===== src/rtl/cmd_arb_if.sv =====
// Command arbiter bus: the remote link, the safety requester and the cmd_cfg port.
// master is the arbiter's view; slave is the view of the surrounding requesters and cmd_cfg.
interface cmd_arb_if;
    logic        rmt_rdy;
    logic [7:0]  rmt_cmd;
    logic [15:0] rmt_data;
    logic        clr_rmt_rdy;
    logic [7:0]  rmt_resp;
    logic        rmt_send_resp;

    logic        sf_req;
    logic [7:0]  sf_cmd;
    logic [15:0] sf_data;
    logic        sf_ack;
    logic        sf_nak;

    logic        cmd_rdy;
    logic [7:0]  cmd;
    logic [15:0] data;
    logic        clr_cmd_rdy;
    logic [7:0]  resp;
    logic        send_resp;
    logic        motors_off;
    logic        link_lost;

    modport master (
        input  rmt_rdy, rmt_cmd, rmt_data, sf_req, sf_cmd, sf_data,
               clr_cmd_rdy, resp, send_resp, motors_off,
        output clr_rmt_rdy, rmt_resp, rmt_send_resp, sf_ack, sf_nak,
               cmd_rdy, cmd, data, link_lost
    );

    modport slave (
        output rmt_rdy, rmt_cmd, rmt_data, sf_req, sf_cmd, sf_data,
               clr_cmd_rdy, resp, send_resp, motors_off,
        input  clr_rmt_rdy, rmt_resp, rmt_send_resp, sf_ack, sf_nak,
               cmd_rdy, cmd, data, link_lost
    );
endinterface


===== src/rtl/cmd_arb.sv =====
// Shares cmd_cfg's command port between failsafe, safety and remote requesters; aborts unanswered commands.
// Define FS_MTR_OFF_EN to follow a completed failsafe EMER_LAND with MOTORS_OFF on a second link-loss expiry.
module cmd_arb #(
    parameter int unsigned LINK_W = 26,
    parameter int unsigned RESP_W = 28,
    parameter logic [7:0]  NAK    = 8'hEE
) (
    input  logic      clk,
    input  logic      rst,
    cmd_arb_if.master bus
);
    localparam logic [1:0] ST_IDLE = 2'd0;
    localparam logic [1:0] ST_BUSY = 2'd1;
    localparam logic [1:0] ST_GAP  = 2'd2;

    localparam logic [1:0] OWN_RMT = 2'd0;
    localparam logic [1:0] OWN_SF  = 2'd1;
    localparam logic [1:0] OWN_FS  = 2'd2;

    localparam logic [7:0] EMER_LAND  = 8'h07;
    localparam logic [7:0] MOTORS_OFF = 8'h08;

    localparam logic [LINK_W-1:0] LINK_MAX = '1;
    localparam logic [RESP_W-1:0] RESP_MAX = '1;

    logic [1:0]        state_q, state_d;
    logic [1:0]        owner_q, owner_d;
    logic              cmd_rdy_q, cmd_rdy_d;
    logic [7:0]        cmd_q, cmd_d;
    logic [15:0]       data_q, data_d;
    logic [RESP_W-1:0] resp_cnt_q, resp_cnt_d;
    logic              resp_seen_q, resp_seen_d;
    logic [7:0]        rmt_resp_q, rmt_resp_d;
    logic              rmt_send_resp_q, rmt_send_resp_d;
    logic              sf_ack_q, sf_ack_d;
    logic              sf_nak_q, sf_nak_d;
    logic [LINK_W-1:0] link_cnt_q, link_cnt_d;
    logic              armed_q, armed_d;
    logic              link_lost_q, link_lost_d;
    logic              fs_pend_q, fs_pend_d;
`ifdef FS_MTR_OFF_EN
    logic              fs_stage_q, fs_stage_d;
    logic              mo_arm_q, mo_arm_d;
`endif
    logic              rmt_grant;
    logic [7:0]        fs_op;

    always_comb begin
        state_d         = state_q;
        owner_d         = owner_q;
        cmd_rdy_d       = cmd_rdy_q;
        cmd_d           = cmd_q;
        data_d          = data_q;
        resp_cnt_d      = resp_cnt_q;
        resp_seen_d     = resp_seen_q;
        rmt_resp_d      = rmt_resp_q;
        rmt_send_resp_d = 1'b0;
        sf_ack_d        = 1'b0;
        sf_nak_d        = 1'b0;
        link_cnt_d      = link_cnt_q;
        armed_d         = armed_q;
        link_lost_d     = link_lost_q;
        fs_pend_d       = fs_pend_q;
        rmt_grant       = 1'b0;
`ifdef FS_MTR_OFF_EN
        fs_stage_d      = fs_stage_q;
        mo_arm_d        = mo_arm_q;
        fs_op           = fs_stage_q ? MOTORS_OFF : EMER_LAND;
`else
        fs_op           = EMER_LAND;
`endif

        case (state_q)
            ST_IDLE: begin
                if (fs_pend_q) begin
                    cmd_d     = fs_op;
                    data_d    = '0;
                    owner_d   = OWN_FS;
                    fs_pend_d = 1'b0;
                end else if (bus.sf_req) begin
                    cmd_d   = bus.sf_cmd;
                    data_d  = bus.sf_data;
                    owner_d = OWN_SF;
                end else if (bus.rmt_rdy) begin
                    cmd_d     = bus.rmt_cmd;
                    data_d    = bus.rmt_data;
                    owner_d   = OWN_RMT;
                    rmt_grant = 1'b1;
                end
                if (fs_pend_q || bus.sf_req || bus.rmt_rdy) begin
                    cmd_rdy_d   = 1'b1;
                    resp_cnt_d  = '0;
                    resp_seen_d = 1'b0;
                    state_d     = ST_BUSY;
                end
            end
            ST_BUSY: begin
                if (resp_cnt_q != RESP_MAX) resp_cnt_d = resp_cnt_q + 1'b1;
                if (bus.send_resp) begin
                    resp_seen_d = 1'b1;
                    if (owner_q == OWN_RMT) begin
                        rmt_resp_d      = bus.resp;
                        rmt_send_resp_d = 1'b1;
                    end else if (owner_q == OWN_SF) begin
                        sf_ack_d = 1'b1;
                    end
                end
                // A late response still clears the abort path; only an unanswered command is NAKed.
                if (bus.clr_cmd_rdy) begin
                    cmd_rdy_d = 1'b0;
                    state_d   = ST_GAP;
                end else if (!bus.send_resp && resp_cnt_q >= RESP_MAX - 1'b1) begin
                    cmd_rdy_d = 1'b0;
                    state_d   = ST_GAP;
                    if (!resp_seen_q) begin
                        if (owner_q == OWN_RMT) begin
                            rmt_resp_d      = NAK;
                            rmt_send_resp_d = 1'b1;
                        end else if (owner_q == OWN_SF) begin
                            sf_ack_d = 1'b1;
                            sf_nak_d = 1'b1;
                        end else begin
                            fs_pend_d = 1'b1;
                        end
                    end
                end
            end
            ST_GAP:  state_d = ST_IDLE;
            default: state_d = ST_IDLE;
        endcase

        // Expiry is taken on the edge where the counter reaches its top value, and again while saturated.
        if (rmt_grant) begin
            link_cnt_d  = '0;
            armed_d     = 1'b1;
            link_lost_d = 1'b0;
`ifdef FS_MTR_OFF_EN
            mo_arm_d    = 1'b0;
`endif
        end else begin
            if (link_cnt_q != LINK_MAX) link_cnt_d = link_cnt_q + 1'b1;
            if (link_cnt_q >= LINK_MAX - 1'b1) begin
                if (armed_q && !bus.motors_off) begin
                    fs_pend_d   = 1'b1;
                    link_lost_d = 1'b1;
                    armed_d     = 1'b0;
`ifdef FS_MTR_OFF_EN
                    fs_stage_d  = 1'b0;
                end else if (mo_arm_q) begin
                    fs_pend_d  = 1'b1;
                    fs_stage_d = 1'b1;
                    mo_arm_d   = 1'b0;
`endif
                end
            end
        end

`ifdef FS_MTR_OFF_EN
        if (state_q == ST_BUSY && bus.send_resp && owner_q == OWN_FS && !fs_stage_q) begin
            link_cnt_d = '0;
            mo_arm_d   = 1'b1;
        end
`endif
    end

    always_ff @(posedge clk) begin
        if (rst) begin
            state_q         <= ST_IDLE;
            owner_q         <= OWN_RMT;
            cmd_rdy_q       <= 1'b0;
            cmd_q           <= '0;
            data_q          <= '0;
            resp_cnt_q      <= '0;
            resp_seen_q     <= 1'b0;
            rmt_resp_q      <= '0;
            rmt_send_resp_q <= 1'b0;
            sf_ack_q        <= 1'b0;
            sf_nak_q        <= 1'b0;
            link_cnt_q      <= '0;
            armed_q         <= 1'b0;
            link_lost_q     <= 1'b0;
            fs_pend_q       <= 1'b0;
`ifdef FS_MTR_OFF_EN
            fs_stage_q      <= 1'b0;
            mo_arm_q        <= 1'b0;
`endif
        end else begin
            state_q         <= state_d;
            owner_q         <= owner_d;
            cmd_rdy_q       <= cmd_rdy_d;
            cmd_q           <= cmd_d;
            data_q          <= data_d;
            resp_cnt_q      <= resp_cnt_d;
            resp_seen_q     <= resp_seen_d;
            rmt_resp_q      <= rmt_resp_d;
            rmt_send_resp_q <= rmt_send_resp_d;
            sf_ack_q        <= sf_ack_d;
            sf_nak_q        <= sf_nak_d;
            link_cnt_q      <= link_cnt_d;
            armed_q         <= armed_d;
            link_lost_q     <= link_lost_d;
            fs_pend_q       <= fs_pend_d;
`ifdef FS_MTR_OFF_EN
            fs_stage_q      <= fs_stage_d;
            mo_arm_q        <= mo_arm_d;
`endif
        end
    end

    assign bus.clr_rmt_rdy   = rmt_grant & ~rst;
    assign bus.cmd_rdy       = cmd_rdy_q;
    assign bus.cmd           = cmd_q;
    assign bus.data          = data_q;
    assign bus.rmt_resp      = rmt_resp_q;
    assign bus.rmt_send_resp = rmt_send_resp_q;
    assign bus.sf_ack        = sf_ack_q;
    assign bus.sf_nak        = sf_nak_q;
    assign bus.link_lost     = link_lost_q;
endmodule


===== src/flat_wrapper.sv =====
// flat-port wrapper written by rule: the top's interface ports become plain ports
module cmd_arb_flat 
#(
    parameter int unsigned LINK_W = 26,
    parameter int unsigned RESP_W = 28,
    parameter logic [7:0]  NAK    = 8'hEE
)
  (clk, rst, bus_rmt_rdy, bus_rmt_cmd, bus_rmt_data, bus_sf_req, bus_sf_cmd, bus_sf_data, bus_clr_cmd_rdy, bus_resp, bus_send_resp, bus_motors_off, bus_clr_rmt_rdy, bus_rmt_resp, bus_rmt_send_resp, bus_sf_ack, bus_sf_nak, bus_cmd_rdy, bus_cmd, bus_data, bus_link_lost);
  cmd_arb_if bus_i ();
  input  logic clk;
  input  logic rst;
  input wire logic [$bits(bus_i.rmt_rdy)-1:0] bus_rmt_rdy;
  input wire logic [$bits(bus_i.rmt_cmd)-1:0] bus_rmt_cmd;
  input wire logic [$bits(bus_i.rmt_data)-1:0] bus_rmt_data;
  input wire logic [$bits(bus_i.sf_req)-1:0] bus_sf_req;
  input wire logic [$bits(bus_i.sf_cmd)-1:0] bus_sf_cmd;
  input wire logic [$bits(bus_i.sf_data)-1:0] bus_sf_data;
  input wire logic [$bits(bus_i.clr_cmd_rdy)-1:0] bus_clr_cmd_rdy;
  input wire logic [$bits(bus_i.resp)-1:0] bus_resp;
  input wire logic [$bits(bus_i.send_resp)-1:0] bus_send_resp;
  input wire logic [$bits(bus_i.motors_off)-1:0] bus_motors_off;
  output wire logic [$bits(bus_i.clr_rmt_rdy)-1:0] bus_clr_rmt_rdy;
  output wire logic [$bits(bus_i.rmt_resp)-1:0] bus_rmt_resp;
  output wire logic [$bits(bus_i.rmt_send_resp)-1:0] bus_rmt_send_resp;
  output wire logic [$bits(bus_i.sf_ack)-1:0] bus_sf_ack;
  output wire logic [$bits(bus_i.sf_nak)-1:0] bus_sf_nak;
  output wire logic [$bits(bus_i.cmd_rdy)-1:0] bus_cmd_rdy;
  output wire logic [$bits(bus_i.cmd)-1:0] bus_cmd;
  output wire logic [$bits(bus_i.data)-1:0] bus_data;
  output wire logic [$bits(bus_i.link_lost)-1:0] bus_link_lost;
  assign bus_i.rmt_rdy = bus_rmt_rdy;
  assign bus_i.rmt_cmd = bus_rmt_cmd;
  assign bus_i.rmt_data = bus_rmt_data;
  assign bus_i.sf_req = bus_sf_req;
  assign bus_i.sf_cmd = bus_sf_cmd;
  assign bus_i.sf_data = bus_sf_data;
  assign bus_i.clr_cmd_rdy = bus_clr_cmd_rdy;
  assign bus_i.resp = bus_resp;
  assign bus_i.send_resp = bus_send_resp;
  assign bus_i.motors_off = bus_motors_off;
  assign bus_clr_rmt_rdy = bus_i.clr_rmt_rdy;
  assign bus_rmt_resp = bus_i.rmt_resp;
  assign bus_rmt_send_resp = bus_i.rmt_send_resp;
  assign bus_sf_ack = bus_i.sf_ack;
  assign bus_sf_nak = bus_i.sf_nak;
  assign bus_cmd_rdy = bus_i.cmd_rdy;
  assign bus_cmd = bus_i.cmd;
  assign bus_data = bus_i.data;
  assign bus_link_lost = bus_i.link_lost;
  cmd_arb #(.LINK_W(LINK_W), .RESP_W(RESP_W), .NAK(NAK)) u_core (.clk(clk), .rst(rst), .bus(bus_i));
endmodule

===== config.mk =====
export PLATFORM = sky130hd
export DESIGN_NAME = cmd_arb_flat
export DESIGN_NICKNAME = d
export VERILOG_FILES = /design/src/rtl/cmd_arb_if.sv /design/src/rtl/cmd_arb.sv /design/src/flat_wrapper.sv
export SDC_FILE = /design/constraint.sdc
export NUM_CORES = 1
export LEC_CHECK = 0
export BUFFER_PORTS_ARGS = -buffer_cell sky130_fd_sc_hd__buf_2
export CELL_PAD_IN_SITES_DETAIL_PLACEMENT = 1
export CELL_PAD_IN_SITES_GLOBAL_PLACEMENT = 1
export CORE_MARGIN = 2
export CORE_UTILIZATION = 43
export CTS_CLUSTER_DIAMETER = 40
export DETAILED_ROUTE_END_ITERATION = 8
export PLACE_DENSITY = 0.95
export SYNTH_ARGS = -nofsm -noshare
export SYNTH_HDL_FRONTEND = slang
export SYNTH_SLANG_ARGS = --single-unit
export TNS_END_PERCENT = 30

===== constraint.sdc =====
create_clock -name clk -period 3.3 [get_ports clk]
set_input_delay 0.33 -clock clk [delete_from_list [all_inputs] [get_ports clk]]
set_output_delay 0.33 -clock clk [all_outputs]
set_load 0.05 [all_outputs]

==> results of run 1 <==
-- through the flow --
stage	utilization (%)	area [µm²]
floorplan	-	4523
global placement	49.96	5135
detailed placement	49.96	5135
CTS	52.02	5346
global route	52.02	5346
finish	52.02	5346
-- synth_stat cells, types with 7 or more instances --
cell type,n
o21ai_0,13
or3_1,13
nand4_1,18
nand2_1,24
clkbuf_1,24
dfxtp_1,98
or4_1,11
nor4_1,9
nor2_1,88
nand3_1,15
a222oi_1,19
xnor2_1,21
inv_1,10
a211oi_1,7
a21oi_1,32
o31ai_1,11
and4_1,9
nor3_1,15
-- state kept, by name, indices dropped and copies added, names as in the netlist, 2 cells and up --
| signal | cells |
|---|---|
| u_core.resp_cnt_q | 28 |
| u_core.link_cnt_q | 26 |
| u_core.bus.data | 16 |
| u_core.bus.cmd | 8 |
| u_core.bus.rmt_resp | 8 |
| u_core.owner_q | 2 |
| u_core.state_q | 2 |
-- placed cells by master (no fill, tap or decap), drive strengths merged, types with 6 or more instances in the layout --
master / count
nand2: 25
xnor2: 21
and4: 9
dfxtp: 98
buf: 106
xor2: 6
nor3: 15
nor4: 10
o21ai: 16
a21oi: 32
and3: 6
nor2: 89
o31ai: 11
clkbuf: 11
or3: 13
nand4: 20
inv: 12
a222oi: 19
nand3: 15
or4: 11
a211oi: 7
o21a: 6
-- report_power, final --
| group | switching, µW | internal [µW] | total (µW) |
|---|---|---|---|
| logic | 263 | 112 | 375 |
| registers | 32.8 | 1220 | 1260 |
| clock network | 443 | 396 | 839 |
| total | 739 | 1730 | 2470 |
-- critical path, cell delays in order (launching register included) --
cell and delay [ns]:
dfxtp_1 0.46, o31ai_4 1.04, nand2b_1 0.56, or4_1 0.64, nand2_1 0.08
-- metal layers --
layer  track usage [%]  share of wire [%]  vias up
li1                  -                  -     2122
met3             4.966                5.2       44
met2             44.54                 51      170
met4             12.34                3.2        0
met1             29.89                 41     2242
met5                 0                  0        -
-- cell families after synthesis --
group,Yosys count,share of synthesized area [%]
AND/OR/NAND/NOR,240,28.94
AO/OA/AOI/OAI,109,16.68
flip-flops,98,43.37
buffers and inverters,41,3.541
XOR/XNOR,27,5.228
multiplexers,5,1.134
adder cells (fa/ha/maj),4,1.107
-- how the worst min path moves through the flow --
stage | start | end | slack (ns) | depth (start not counted)
2_1_floorplan | u_core.link_cnt_q[12] | u_core.link_cnt_q[12] | 0.45 | 2
3_3_place_gp | u_core.bus.rmt_resp[5] | u_core.bus.rmt_resp[5] | 0.44 | 1
3_5_place_dp | u_core.bus.rmt_resp[5] | u_core.bus.rmt_resp[5] | 0.45 | 1
4_1_cts | bus_resp[4] | u_core.bus.rmt_resp[4] | 0.19 | 3
5_1_grt | bus_sf_cmd[5] | u_core.bus.cmd[5] | 0.21 | 3
6_report | bus_resp[4] | u_core.bus.rmt_resp[4] | 0.21 | 3
-- area by class of cell --
type	instances	area [µm²]	share of cell area (%)
inverters	10	37.54	0.7021
repair buffers	106	545.5	10.20
clock buffers	11	151.4	2.832
well taps	136	170.2	3.183
multi-input cells	385	2420	45.26
flip-flops and latches	98	1962	36.70
clock inverters	5	60.06	1.123
==> impl_metrics.ini, run 1 <==
[run_status]
outcome = completed

[clock_network]
cts-root-buf = clkbuf_8
cts_buffers = 9
cts_buffer_depth = 2
ctsHoldBuffers = 0
ctsResizeCount = 0
cts_max_level = 3
cts_tree = built
cts_sinks = 98
cts_setup_buffers = 0
insertion_delay_ns = 0.38
cts.clk_slew.worst_paths_ns = 0.10

[pwr]
ir_drop_mv = 0.2612
leakage_uw = 0.002008
totalPowerFinal_uw = 2472
power_density_nw_per_um2 = 462.4

[worst_setup_path]
endpoint_kind = flop
critPathLaunch = u_core.fs_pend_q
critPathLaunchType = flop
arrival_ns = 3.15
worst-setup-path-type = reg2reg
path_max_fanout = 30
critPathRequiredTime_ns = 3.63
endpoint = u_core.resp_cnt_q[14]
timing.rr.start = u_core.fs_pend_q
reg2regPathDepth = 4
reg2reg_to = u_core.resp_cnt_q[14]
reg2reg_slack_ns = 0.48

[timing]
grt_setup_unrepaired = false
fin_skew_ns = 0.007662
setup_ws_ns = 0.4794
slew_viol_final = 0
tightestPinTransition_ns = 1.162
finalSetupViolCount = 0
finalHoldViolations = 0
setup_tns_ns = 0
fin_crit_ns = 2.821
fmax_ghz = 0.3545
finalCritPeriodShare_pct = 85.47
slew_headroom_pct = 22.57
hold_slack_ns = 0.2052

[grt]
track_usage_pct = 25.54
antenna_found_initial = 0
grt_pass1_wl_mm = 23.17
grt_pass1_vias = 4725
grt_overflow = 0
grt_max_degree = 48

[final_layout]
fin_cells = 751
nets = 677
diodes = 0
fill_cells = 1247
syn2layout_area_growth_pct = 18.20
drive_above_1_share_pct = 22.11

[yosys]
netlist.area_leader.share_pct = 43.37
synth_ff_type = dfxtp_1
yosysWarnings = 0
async_flop_share_pct = 0
syn_nets = 591
netlist_area_um2 = 4523
synth.area.top_cells = dfxtp_1, nor2_1, a222oi_1
yosysTopAreaCell = dfxtp_1
ys_ff_latch = 98
syn_area_per_cell_um2 = 8.632
synth_edf_count = 0
ys_seq_area_share_pct = 43.37
yosysUniqueCellTypes = 55
synth_cells = 524

[floorplan]
die_w_um = 106.6
dieArea_um2 = 11360
die_h_um = 106.6
coreArea_um2 = 10280
row_count = 37
start_util_pct = 44.01
ioPinCount = 101

[detailed_routing]
wl_mm = 14.14
vias_per_cell = 6.096
drt_iter0_drc = 342
ant_nets = 0
vias = 4578
wl_per_cell_um = 18.83
drtPass1Iterations = 8
post-route-drc-count = 0

[placement]
gp_congestion = 0.8455
pre_cts_ws_ns = 0.4844
portBuffers = 100
place_inst = 735
dp_hpwl_mm = 9.994

[job]
cap_violations = 0

[min_path]
min_path_type = in2reg
Note: power is estimated with default switching activity, not from simulation.
==> inputs of run 2 (changes only) <==
Settings changed: BUFFER_PORTS_ARGS -buffer_cell sky130_fd_sc_hd__buf_2 to unset, CORE_ASPECT_RATIO set to 0.9, CORE_UTILIZATION 43 to 48, DONT_BUFFER_PORTS set to 1, PLACE_DENSITY 0.95 to 0.92, SLEW_MARGIN set to 20.
==> impl_metrics.ini, run 2 (synthesized netlist as in run 1, its figures left out) <==
[run_status]
outcome = completed

[floorplan]
coreArea_um2 = 9125
ioPinCount = 101
dieArea_um2 = 10220
die_w_um = 106.3
start_util_pct = 49.57
row_count = 33
die_h_um = 96.09

[pwr]
leakage_uw = 0.001574
totalPowerFinal_uw = 2375
power_density_nw_per_um2 = 490.1
ir_drop_mv = 0.3674

[detailed_routing]
ant_nets = 0
wl_per_cell_um = 19.40
drtPass1Iterations = 5
wl_mm = 12.40
vias_per_cell = 6.415
post-route-drc-count = 0
vias = 4099
drt_iter0_drc = 191

[grt]
track_usage_pct = 25.04
grt_busiest_layer = met2
grt_max_degree = 48
antenna_found_initial = 0
use_met3_pct = 5.619
grt_pass1_vias = 4237
grt_overflow = 0
met2_usage_pct = 47.81
grt_pass1_wl_mm = 20.42
grt_use_met1_pct = 27.77

[final_layout]
final_util_pct = 53.11
syn2layout_area_growth_pct = 7.137
final_common_cell = dfxtp_1
regMostFlops = u_core.resp_cnt_q
diodes = 0
largest_register_ffs = 28
nets = 579
final_cell_mix = dfxtp_1, nor2_1, a21oi_1
drive_above_1_share_pct = 6.963

[clock_network]
cts_setup_buffers = 0
cts_tree = built
cts.clk_slew.worst_paths_ns = 0.11
ctsHoldBuffers = 1
cts_max_level = 3
insertion_delay_ns = 0.38
cts-root-buf = clkbuf_8
cts_buffer_depth = 2
cts_sinks = 98
ctsResizeCount = 0
cts_buffers = 9

[worst_setup_path]
endpoint_kind = flop
critPathRequiredTime_ns = 3.55
slowest_delay_ns = 0.71
arrival_ns = 2.65
critPathLaunchType = flop
cp_cell_sequence = and3_1 -> nand3_1 -> nor3_1 -> or4b_2 -> a21oi_1
worst-setup-path-type = reg2reg
path_max_fanout = 15
crit_slowest_cell = nor3_1

[placement]
pre_cts_ws_ns = 0.9545
dp_hpwl_mm = 8.594
gp_congestion = 0.8767
portBuffers = 0

[timing]
slew_headroom_pct = 26.36
grt_setup_unrepaired = false
finalSetupViolCount = 0
fmax_ghz = 0.4181
finalCritPeriodShare_pct = 72.48
fin_skew_ns = 0.01158
setup_ws_ns = 0.9083
finalHoldViolations = 0
tightestPinTransition_ns = 1.105
fin_crit_ns = 2.392
setup_tns_ns = 0
hold_slack_ns = 0.01870
slew_viol_final = 0

[job]
cap_violations = 0

[min_path]
min_path_type = in2reg
==> run 2: changes by cell type in the layout (fill, tap and decap cells not counted) <==
| cell | before | now |
|---|---|---|
| buf_2 | 100 | 0 |
| clkbuf_8 | 11 | 9 |
| clkinv_8 | 0 | 1 |
| dlygate4sd3_1 | 0 | 2 |
| inv_6 | 2 | 3 |
==> run 2: per-layer routing <==
metal / vias to the layer above / wire length, µm
met3: 23 / 545
met1: 2048 / 5079
met4: 0 / 225
li1: 1914 / -
met2: 114 / 6548
met5: - / 0
==> run 2: cell type report <==
class,count,area [µm²]
Sequential cell,98,1962
Clock buffer,9,123.9
Multi-Input combinational cell,385,2420
Tap cell,122,152.6
Clock inverter,7,85.08
Fill cell,1076,4279
Inverter,10,37.54
Timing Repair Buffer,8,65.06
==> run 2: worst paths after layout <==
| check | to | from | slack [ns] | cells past startpoint |
|---|---|---|---|---|
| worst max register to register | u_core.resp_cnt_q[1] | u_core.resp_cnt_q[18] | 0.91 | 5 |
| worst max-delay path | u_core.resp_cnt_q[1] | u_core.resp_cnt_q[18] | 0.91 | 5 |
| worst min register to register | u_core.resp_cnt_q[15] | u_core.resp_cnt_q[15] | 0.50 | 2 |
| worst min-delay path | u_core.bus.rmt_resp[0] | rst | 0.02 | 1 |
==> run 2: metrics by stage <==
stage               std cells  cell area [µm²]
finish                    639             4846
global route              639             4846
CTS                       638             4836
detailed placement        621             4617
global placement          621             4617
floorplan                 524             4523
==> run 2: critical path: cells and delay by family, from the launching register on <==
family           cells  cell delay (ns)
AO/OA/AOI/OAI        1             0.06
flip-flops           1             0.49
AND/OR/NAND/NOR      4             1.72
==> run 2: report_power, final <==
part	leakage, µW	total (µW)	switching [µW]	internal (µW)
combinational	0.000674	172	106	66.0
sequential	0.000797	1380	156	1220
clock	0.000103	822	458	364
